File: config.mk
export PLATFORM = sky130hd
export DESIGN_NAME = bitwise_logic_seq_flat
export DESIGN_NICKNAME = d
export VERILOG_FILES = /design/src/rtl/bitwise_logic_seq_if.sv /design/src/rtl/bitwise_logic_seq.sv /design/src/flat_wrapper.sv
export SDC_FILE = /design/constraint.sdc
export NUM_CORES = 1
export LEC_CHECK = 0
export ABC_AREA = 1
export BUFFER_PORTS_ARGS = -buffer_cell sky130_fd_sc_hd__clkbuf_2
export CORE_ASPECT_RATIO = 2
export CORE_MARGIN = 2
export CORE_UTILIZATION = 50
export CTS_BUF_LIST = sky130_fd_sc_hd__clkbuf_8
export CTS_CLUSTER_DIAMETER = 80
export CTS_CLUSTER_SIZE = 16
export DETAILED_ROUTE_END_ITERATION = 10
export MAX_ROUTING_LAYER = met4
export PLACE_DENSITY = 0.73
export SYNTH_ARGS = -nofsm -noshare
export SYNTH_HDL_FRONTEND = slang
export SYNTH_SLANG_ARGS = --single-unit
File: constraint.sdc
create_clock -name clock -period 2.71 [get_ports clock]
set_input_delay 0.813 -clock clock [delete_from_list [all_inputs] [get_ports clock]]
set_output_delay 0.813 -clock clock [all_outputs]
set_load 0.02 [all_outputs]
File: src/rtl/bitwise_logic_seq_if.sv
// Handshake and operand/result bundle for bitwise_logic_seq.
// Optional zero flag carried when BITWISE_ZERO_FLAG_EN is defined.
interface bitwise_logic_seq_if #(
    parameter int unsigned WIDTH = 32
);
    logic             in_valid;
    logic             in_ready;
    logic [1:0]       op;
    logic [WIDTH-1:0] A;
    logic [WIDTH-1:0] B;
    logic             out_valid;
    logic             out_ready;
    logic [WIDTH-1:0] result;
    logic             busy;
`ifdef BITWISE_ZERO_FLAG_EN
    logic             zero;

    modport master (
        output in_valid, op, A, B, out_ready,
        input  in_ready, out_valid, result, busy, zero
    );

    modport slave (
        input  in_valid, op, A, B, out_ready,
        output in_ready, out_valid, result, busy, zero
    );
`else
    modport master (
        output in_valid, op, A, B, out_ready,
        input  in_ready, out_valid, result, busy
    );

    modport slave (
        input  in_valid, op, A, B, out_ready,
        output in_ready, out_valid, result, busy
    );
`endif
endinterface

File: src/rtl/bitwise_logic_seq.sv
// Multi-cycle bitwise logic unit (AND/OR/XOR/NOR), LANE bits per RUN cycle.
// Optional feature macro: BITWISE_ZERO_FLAG_EN adds a registered zero flag.
module bitwise_logic_seq #(
    parameter int unsigned WIDTH = 32,
    parameter int unsigned LANE  = 8
) (
    input  logic               clock,
    input  logic               reset_n,
    bitwise_logic_seq_if.slave bus
);
    localparam int unsigned N     = WIDTH / LANE;
    localparam int unsigned CNT_W = (N > 1) ? $clog2(N) : 1;
    localparam logic [CNT_W-1:0] CNT_LAST = CNT_W'(N - 1);

    localparam logic [1:0] S_IDLE = 2'd0;
    localparam logic [1:0] S_RUN  = 2'd1;
    localparam logic [1:0] S_DONE = 2'd2;

    logic [1:0]       state_q, state_d;
    logic             in_ready_q, in_ready_d;
    logic             out_valid_q, out_valid_d;
    logic             busy_q, busy_d;
    logic [CNT_W-1:0] cnt_q;
    logic [1:0]       op_q;
    logic [WIDTH-1:0] a_q, b_q, result_q;
    logic [WIDTH-1:0] result_c;
    logic [LANE-1:0]  a_sl_c, b_sl_c, r_sl_c;
    logic             accept_c;
    logic             last_c;

    assign accept_c = bus.in_valid && in_ready_q;
    assign last_c   = (cnt_q == CNT_LAST);

    // Current slice result merged into the result word
    always_comb begin
        a_sl_c   = a_q[32'(cnt_q) * LANE +: LANE];
        b_sl_c   = b_q[32'(cnt_q) * LANE +: LANE];
        r_sl_c   = '0;
        case (op_q)
            2'b00:   r_sl_c = a_sl_c & b_sl_c;
            2'b01:   r_sl_c = a_sl_c | b_sl_c;
            2'b10:   r_sl_c = a_sl_c ^ b_sl_c;
            default: r_sl_c = ~(a_sl_c | b_sl_c);
        endcase
        result_c = result_q;
        result_c[32'(cnt_q) * LANE +: LANE] = r_sl_c;
    end

    // Next-state and next handshake outputs
    always_comb begin
        state_d = state_q;
        case (state_q)
            S_IDLE:  if (accept_c) state_d = S_RUN;
            S_RUN:   if (last_c) state_d = S_DONE;
            S_DONE:  if (bus.out_ready) state_d = S_IDLE;
            default: state_d = S_IDLE;
        endcase
        in_ready_d  = (state_d == S_IDLE);
        out_valid_d = (state_d == S_DONE);
        busy_d      = (state_d != S_IDLE);
    end

    // State and registered handshake outputs
    always_ff @(posedge clock or negedge reset_n) begin
        if (!reset_n) begin
            state_q     <= S_IDLE;
            in_ready_q  <= 1'b1;
            out_valid_q <= 1'b0;
            busy_q      <= 1'b0;
        end else begin
            state_q     <= state_d;
            in_ready_q  <= in_ready_d;
            out_valid_q <= out_valid_d;
            busy_q      <= busy_d;
        end
    end

    // Operand latch, slice counter and result accumulation
    always_ff @(posedge clock or negedge reset_n) begin
        if (!reset_n) begin
            a_q      <= '0;
            b_q      <= '0;
            op_q     <= '0;
            result_q <= '0;
            cnt_q    <= '0;
        end else begin
            case (state_q)
                S_IDLE: begin
                    if (accept_c) begin
                        a_q      <= bus.A;
                        b_q      <= bus.B;
                        op_q     <= bus.op;
                        result_q <= '0;
                        cnt_q    <= '0;
                    end
                end
                S_RUN: begin
                    result_q <= result_c;
                    cnt_q    <= cnt_q + CNT_W'(1);
                end
                default: ;
            endcase
        end
    end

`ifdef BITWISE_ZERO_FLAG_EN
    logic zero_q;

    // Zero flag set from the completed word on the final RUN edge, cleared on hand-off
    always_ff @(posedge clock or negedge reset_n) begin
        if (!reset_n) begin
            zero_q <= 1'b0;
        end else if (state_q == S_RUN && last_c) begin
            zero_q <= (result_c == '0);
        end else if (state_q == S_DONE && bus.out_ready) begin
            zero_q <= 1'b0;
        end
    end

    assign bus.zero = zero_q;
`endif

    assign bus.in_ready  = in_ready_q;
    assign bus.out_valid = out_valid_q;
    assign bus.busy      = busy_q;
    assign bus.result    = result_q;
endmodule

File: src/flat_wrapper.sv
// flat-port wrapper written by rule: the top's interface ports become plain ports
module bitwise_logic_seq_flat 
#(
    parameter int unsigned WIDTH = 32,
    parameter int unsigned LANE  = 8
)
  (clock, reset_n, bus_in_valid, bus_op, bus_A, bus_B, bus_out_ready, bus_in_ready, bus_out_valid, bus_result, bus_busy);
  bitwise_logic_seq_if #(.WIDTH(WIDTH)) bus_i ();
  input  logic clock;
  input  logic reset_n;
  input wire logic [$bits(bus_i.in_valid)-1:0] bus_in_valid;
  input wire logic [$bits(bus_i.op)-1:0] bus_op;
  input wire logic [$bits(bus_i.A)-1:0] bus_A;
  input wire logic [$bits(bus_i.B)-1:0] bus_B;
  input wire logic [$bits(bus_i.out_ready)-1:0] bus_out_ready;
  output wire logic [$bits(bus_i.in_ready)-1:0] bus_in_ready;
  output wire logic [$bits(bus_i.out_valid)-1:0] bus_out_valid;
  output wire logic [$bits(bus_i.result)-1:0] bus_result;
  output wire logic [$bits(bus_i.busy)-1:0] bus_busy;
  assign bus_i.in_valid = bus_in_valid;
  assign bus_i.op = bus_op;
  assign bus_i.A = bus_A;
  assign bus_i.B = bus_B;
  assign bus_i.out_ready = bus_out_ready;
  assign bus_in_ready = bus_i.in_ready;
  assign bus_out_valid = bus_i.out_valid;
  assign bus_result = bus_i.result;
  assign bus_busy = bus_i.busy;
  bitwise_logic_seq #(.WIDTH(WIDTH), .LANE(LANE)) u_core (.clock(clock), .reset_n(reset_n), .bus(bus_i));
endmodule
==> results of run 1 <==
## routing by layer
layer,global-route usage,share of wire,vias to the layer above
met1,0.2427,0.36,1903
met2,0.4442,0.56,115
met5,-,0,-
met4,0.1155,0.041,0
li1,-,-,1885
met3,0.03785,0.036,30
## kinds of logic (layout without fill, tap and decap cells)
logic type               after synthesis  after routing
buffers and inverters                 73            176
flip-flops                           105            105
multiplexers                          65             65
adder cells (fa/ha/maj)               20             20
AND/OR/NAND/NOR                      150            150
AO/OA/AOI/OAI                         85             85
## flip-flops by register name, indices dropped and copies added, names as in the netlist
signal	count
u_core.bus.result	32
u_core.op_q	2
u_core.bus.in_ready	1
u_core.a_q	32
u_core.bus.out_valid	1
u_core.state_q	2
u_core.cnt_q	2
u_core.b_q	32
u_core.bus.busy	1
## cells in the mapped netlist
master,n
o21ai_0,18
o21ai_2,2
buf_4,1
nor2_1,3
nand3_1,17
buf_6,3
dfstp_2,1
clkbuf_1,8
nand2_2,1
mux2_4,17
a21oi_1,31
nor2_2,1
ha_1,20
nand4_1,17
dfrtp_1,104
nand2_1,108
nor3_2,1
o21ai_1,1
inv_1,46
inv_2,2
o22ai_1,3
clkinv_1,1
nor2_4,1
clkbuf_2,1
mux2_2,48
o21bai_1,14
nand3_2,1
buf_2,11
a32oi_1,16
## where the power goes
group	switching, mW	leakage (nW)	total [mW]	internal (mW)
registers	0.475	1.31	2.71	2.24
logic	2.23	1.63	3.74	1.51
clock network	0.576	0.106	1.10	0.528
total	3.28	3.05	7.56	4.28
## layout make-up
type | count | share of cell area
clock buffers | 9 | 0.02041
clock inverters | 7 | 0.01670
inverters | 49 | 0.03030
multi-input cells | 320 | 0.3686
flip-flops and latches | 105 | 0.4331
well taps | 135 | 0.02783
repair buffers | 111 | 0.1031
## final timing paths
path | start | end | slack (ps) | cells past startpoint
max | u_core.cnt_q[0] | u_core.bus.result[15] | 490 | 9
min | reset_n | u_core.b_q[19] | 360 | 1
max reg2reg | u_core.cnt_q[0] | u_core.bus.result[15] | 490 | 9
min reg2reg | u_core.bus.result[22] | u_core.bus.result[22] | 490 | 2
max in group asynchronous | reset_n | u_core.bus.result[16] | 1640 | 2
min in group clock | u_core.bus.result[22] | u_core.bus.result[22] | 490 | 2
## worst max-delay path: stages (launching register included)
cell and delay [ps]:
dfrtp_1 400, buf_4 280, nand2_1 90, a32oi_1 330, inv_1 90, ha_1 300
o21ai_0 170, nand3_1 160, nand4_1 190, o21bai_1 80
## per-stage QoR
step	worst slack (ps)	util	power, mW	area [µm²]
floorplan	753.2	-	5.366	5174
global placement	552.9	0.5795	6.326	5844
detailed placement	500.0	0.5795	6.485	5844
CTS	479.2	0.6019	7.574	6070
global route	317.3	0.6019	8.122	6070
finish	493.4	0.6019	7.556	6070
==> summary.txt, run 1 <==
Run status
  – Status: completed

Clock tree
  – Max clock buf depth: 2
  – H-Tree Depth: 3
  – Cts hold-fix bufs: 0
  – # Post-CTS Setup Buffers: 0
  – Root buf cell: clkbuf_8
  – Post-CTS sizing: 0
  – Clk_lat worst skew: 390 ps
  – Reg clk slew, reported paths: 100 ps
  – Total CTS buffers: 9
  – Clock sinks: 105
  – CTS tree: yes

Global route
  – Total track usage: 0.2395
  – First-pass GRT wire length: around 20000 µm
  – Largest net degree at the start of global routing: just under 70
  – Initial antenna violation count: 0
  – Vias in the first global route: 4128
  – GRT overflow: 0

Route
  – Final ANT Viol Nets: 0
  – Routed Wire Length: about 12000 µm
  – DRC viols: 0
  – Initial DRC Count: 278
  – Vias: 3933
  – Per-cell routed wire length: 16.93 µm
  – 1st-pass router iterations: 4
  – Vias per inst: 5.344

Logic synthesis
  – Synth Area in Adders: 0.04837
  – Mapped cell area: between 5000 and 6000 µm²
  – Mux share of post-synthesis cell area: 0.1538
  – FF+latch count, synth: 105
  – Syn Area/Cell: 10.39 µm²
  – Yosys top cell by area: dfrtp_1
  – Post-Synthesis Cells: around 500
  – Largest family of logic cells by synthesized area: multiplexers
  – Syn_nets: 588
  – Sequential-to-total area share from yosys stat: 0.5081
  – Yosys Warn Count: 0
  – Synth unique cells: 29
  – Synth top area share: 0.5030
  – Synth top area cells: dfrtp_1 (50%), mux2_2 (10%), nand2_1 (7.8%)
  – Post-Synth XOR/XNOR Area: 0
  – Simple-Gate Fraction of Synth Area: 0.1260
  – Post-synthesis compound-gate area fraction: 0.1028

Floorplanning
  – Die Height: about 150 µm
  – Die footprint: 11230 µm²
  – Initial core utilization: 0.5130
  – Core area: between 10000 and 15000 µm²
  – # rows: 52
  – Io pins: 105
  – DIE WIDTH: 75.93 µm

STA
  – # setup viols final: 0
  – Fmax: 451.1 MHz
  – Final Max Slew Viols: 0
  – Tcrit/Tclk final: 0.8179
  – Tightest Pin Transition: 678.4 ps
  – Final hold slack: 362.4 ps
  – Unrepaired setup endpoints after global routing: no
  – Final Hold Viols: 0
  – Tmin final: 2217 ps
  – Layout Skew: 10.10 ps
  – Max transition margin: 0.5466
  – Setup TNS: 0 ps

Worst hold path
  – Worst min path class: input port to asynchronous set/reset pin

Finish
  – Most common library cell in the layout ignoring fill and taps: nand2_1
  – FF+latch area: around 2600 µm²
  – Fraction of layout cells with a size suffix above 1: 0.3361
  – Final nets: 686
  – Most frequent cells in the layout: nand2_1 (108), dfrtp_1 (104), clkbuf_2 (103)
  – Non-filler cells, final: ~740
  – Area occupied by multi-input gates: 2237 µm²
  – Diode count: 0
  – Fillers: approximately 850
  – Synth-to-Final Area Change: 17.32%

Job
  – Max-cap violations: 0

Place
  – Placed insts: 720
  – RD Place Congestion: between 0.9 and 1
  – HPWL after detailed placement: ~9600 µm
  – Port Buffers: 104

Power and ir drop
  – Max VDD drop: 0.6761 mV
  – Leakage power: 3.050 nW
  – Pwr dens: 1245 nW/µm²

Critical path
  – Kind of critical path: register to register
  – Critical path arrival: 2490 ps
  – Startpoint type of the worst setup path: register
  – Worst Path Required: 2990 ps
  – CP max FO: 23
  – Critical path endpoint category: register
Power figures use the tool's default switching activity.
==> inputs of run 2 (changes only) <==
- PLACE_DENSITY: 0.73 -> 0.76
- clock period: 2.71 -> 1.8 ns (I/O delays scaled with it)
==> run 2 against run 1 <==
Effect of this change: the run now ends with setup timing left; critical path depth grew 2; final area grew 17%; clock skew shrank 0.85 ps; largest cell class is now multi-input gates; combinational power grew to 2.5 times the previous value; register-to-register slack worse by 900 ps; critical endpoint is now u_core.bus.result[25]; sequential power rose by 56%.
==> summary.txt, run 2 (synthesis gave the netlist of run 1 again) <==
Run status
  – Status: complete, but fails checks
  – Failing checks: setup timing

STA
  – Layout Skew: 9.253 ps
  – Tightest Pin Transition: between 500 and 600 ps
  – Max transition margin: 0.6439
  – Tcrit/Tclk final: 1.228
  – PnR worst setup slack: -410.2 ps
  – Unrepaired setup endpoints after global routing: yes
  – Final hold slack: 10.41 ps
  – Final Hold Viols: 0
  – Tmin final: approximately 2200 ps
  – Final Max Slew Viols: 0
  – Fmax: 452.4 MHz
  – # setup viols final: 32

Global route
  – Largest net degree at the start of global routing: 50
  – Vias in the first global route: 4760
  – Met1 Use GR: 0.2687
  – Total track usage: 0.2771
  – GRT overflow: 0
  – First-pass GRT wire length: 23630 µm
  – Met2 usage: 0.4830
  – GR peak layer: met2
  – Initial antenna violation count: 0
  – Met3 usage in global routing: 0.04945

Route
  – Initial DRC Count: 387
  – Final ANT Viol Nets: 0
  – Per-cell routed wire length: 19.30 µm
  – Routed Wire Length: 15460 µm
  – DRC viols: 0
  – Vias: ~4500
  – Vias per inst: 5.586
  – 1st-pass router iterations: 7

Floorplanning
  – # rows: 52
  – Die footprint: 11230 µm²
  – Io pins: 105
  – Initial core utilization: 0.5130
  – Die Height: around 150 µm
  – Core area: 10080 µm²
  – DIE WIDTH: between 70 and 80 µm

Power and ir drop
  – Max VDD drop: 1.304 mV
  – Pint: 8.571 mW
  – Comb pwr share: 0.625
  – P_sw: 6.673 mW
  – Reg power frac: 0.278
  – Sw Share: 0.4377
  – Pwr dens: 2145 nW/µm²
  – Clk pwr share: 0.096
  – Leakage power: 3.474 nW

Critical path
  – Kind of critical path: register to register
  – Critical path endpoint category: register
  – Startpoint type of the worst setup path: register
  – CP max FO: 8
  – Worst Path Required: around 2100 ps
  – Critical path arrival: 2520 ps
  – Reg2reg path depth: 11

Finish
  – Final nets: about 750
  – FF+latch area: 2630 µm²
  – Final Core Density: 0.7047
  – Fraction of layout cells with a size suffix above 1: 0.5105
  – Diode count: 0
  – Most frequent cells in the layout: clkbuf_2 (103), dfrtp_1 (103), nand2_1 (90)
  – Synth-to-Final Area Change: 37.36%
  – Fillers: 649
  – Area occupied by multi-input gates: 2645 µm²

Clock tree
  – Total CTS buffers: 9
  – CTS tree: yes
  – Cts hold-fix bufs: 0
  – Clk_lat worst skew: between 300 and 400 ps
  – Root buf cell: clkbuf_8
  – Clock sinks: 105
  – Reg clk slew, reported paths: 100 ps
  – H-Tree Depth: 3
  – Max clock buf depth: 2

Place
  – HPWL after detailed placement: 9858 µm
  – Port Buffers: 104
  – RD Place Congestion: 0.9523

Worst hold path
  – Worst min path class: input port to asynchronous set/reset pin

Job
  – Max-cap violations: 0
[run 2: routing by layer]
| metal | vias up | share of wire | routed length, µm |
|---|---|---|---|
| met1 | 2132 | 0.33 | 5107 |
| met4 | 0 | 0.094 | 1447 |
| met5 | - | 0 | 0 |
| met3 | 103 | 0.048 | 744 |
| met2 | 226 | 0.53 | 8157 |
| li1 | 2013 | - | - |
[run 2: metrics by stage]
stage	power, mW	worst slack (ps)	area (µm²)	cells	TNS [ps]
global placement	10.53	-467.4	6187	763	-7760
global route	16.06	-512.6	7107	801	-12050
detailed placement	10.78	-524.6	6187	763	-9282
finish	15.24	-410.2	7107	801	-9460
CTS	13.68	-299.1	6859	794	-7183
floorplan	8.265	-7.494	5220	498	-29.97
[run 2: final timing paths]
check                                           from               endpoint  slack [ps]
worst min register to register  u_core.bus.result[6]   u_core.bus.result[6]         490
min in group clock                     bus_out_ready   u_core.bus.out_valid         360
worst max-delay path                 u_core.cnt_q[1]  u_core.bus.result[25]        -410
max in group asynchronous                    reset_n    u_core.bus.in_ready        1250
worst min-delay path                         reset_n         u_core.b_q[19]          10
worst max register to register       u_core.cnt_q[1]  u_core.bus.result[25]        -410
[run 2: critical path: stages (launching register included)]
cell and delay, ps:
dfrtp_1 430, inv_4 90, buf_12 120, buf_4 130, a21oi_2 50, a32oi_4 250, inv_2 100, ha_4 280
o21ai_2 60, nand3_2 130, nand4_1 230, o21bai_1 240
[run 2: power by group through the flow]
stage,registers [mW],clock network (mW),logic [mW]
floorplan,4.04,0,4.23
global placement,4.08,0,6.45
detailed placement,4.12,0,6.66
CTS,4.14,1.47,8.08
global route,4.33,1.58,10.2
finish,4.24,1.47,9.53
[run 2: cell type report]
type,count,area share
Tap cell,135,0.02377
Clock inverter,7,0.01004
Clock buffer,9,0.01743
Timing Repair inverter,2,0.003873
Timing Repair Buffer,174,0.1754
Inverter,49,0.02729
Multi-Input combinational cell,320,0.3722
Sequential cell,105,0.3701
[run 2: what timing repair did]
action                                  in CTS  in global routing
endpoints found under the setup margin      32                 34
cloned                                       5                  1
pin swaps                                   28                 41
setup buffers                               11                  7
resized for setup                           60                 50
hold endpoints to repair                     0                  0
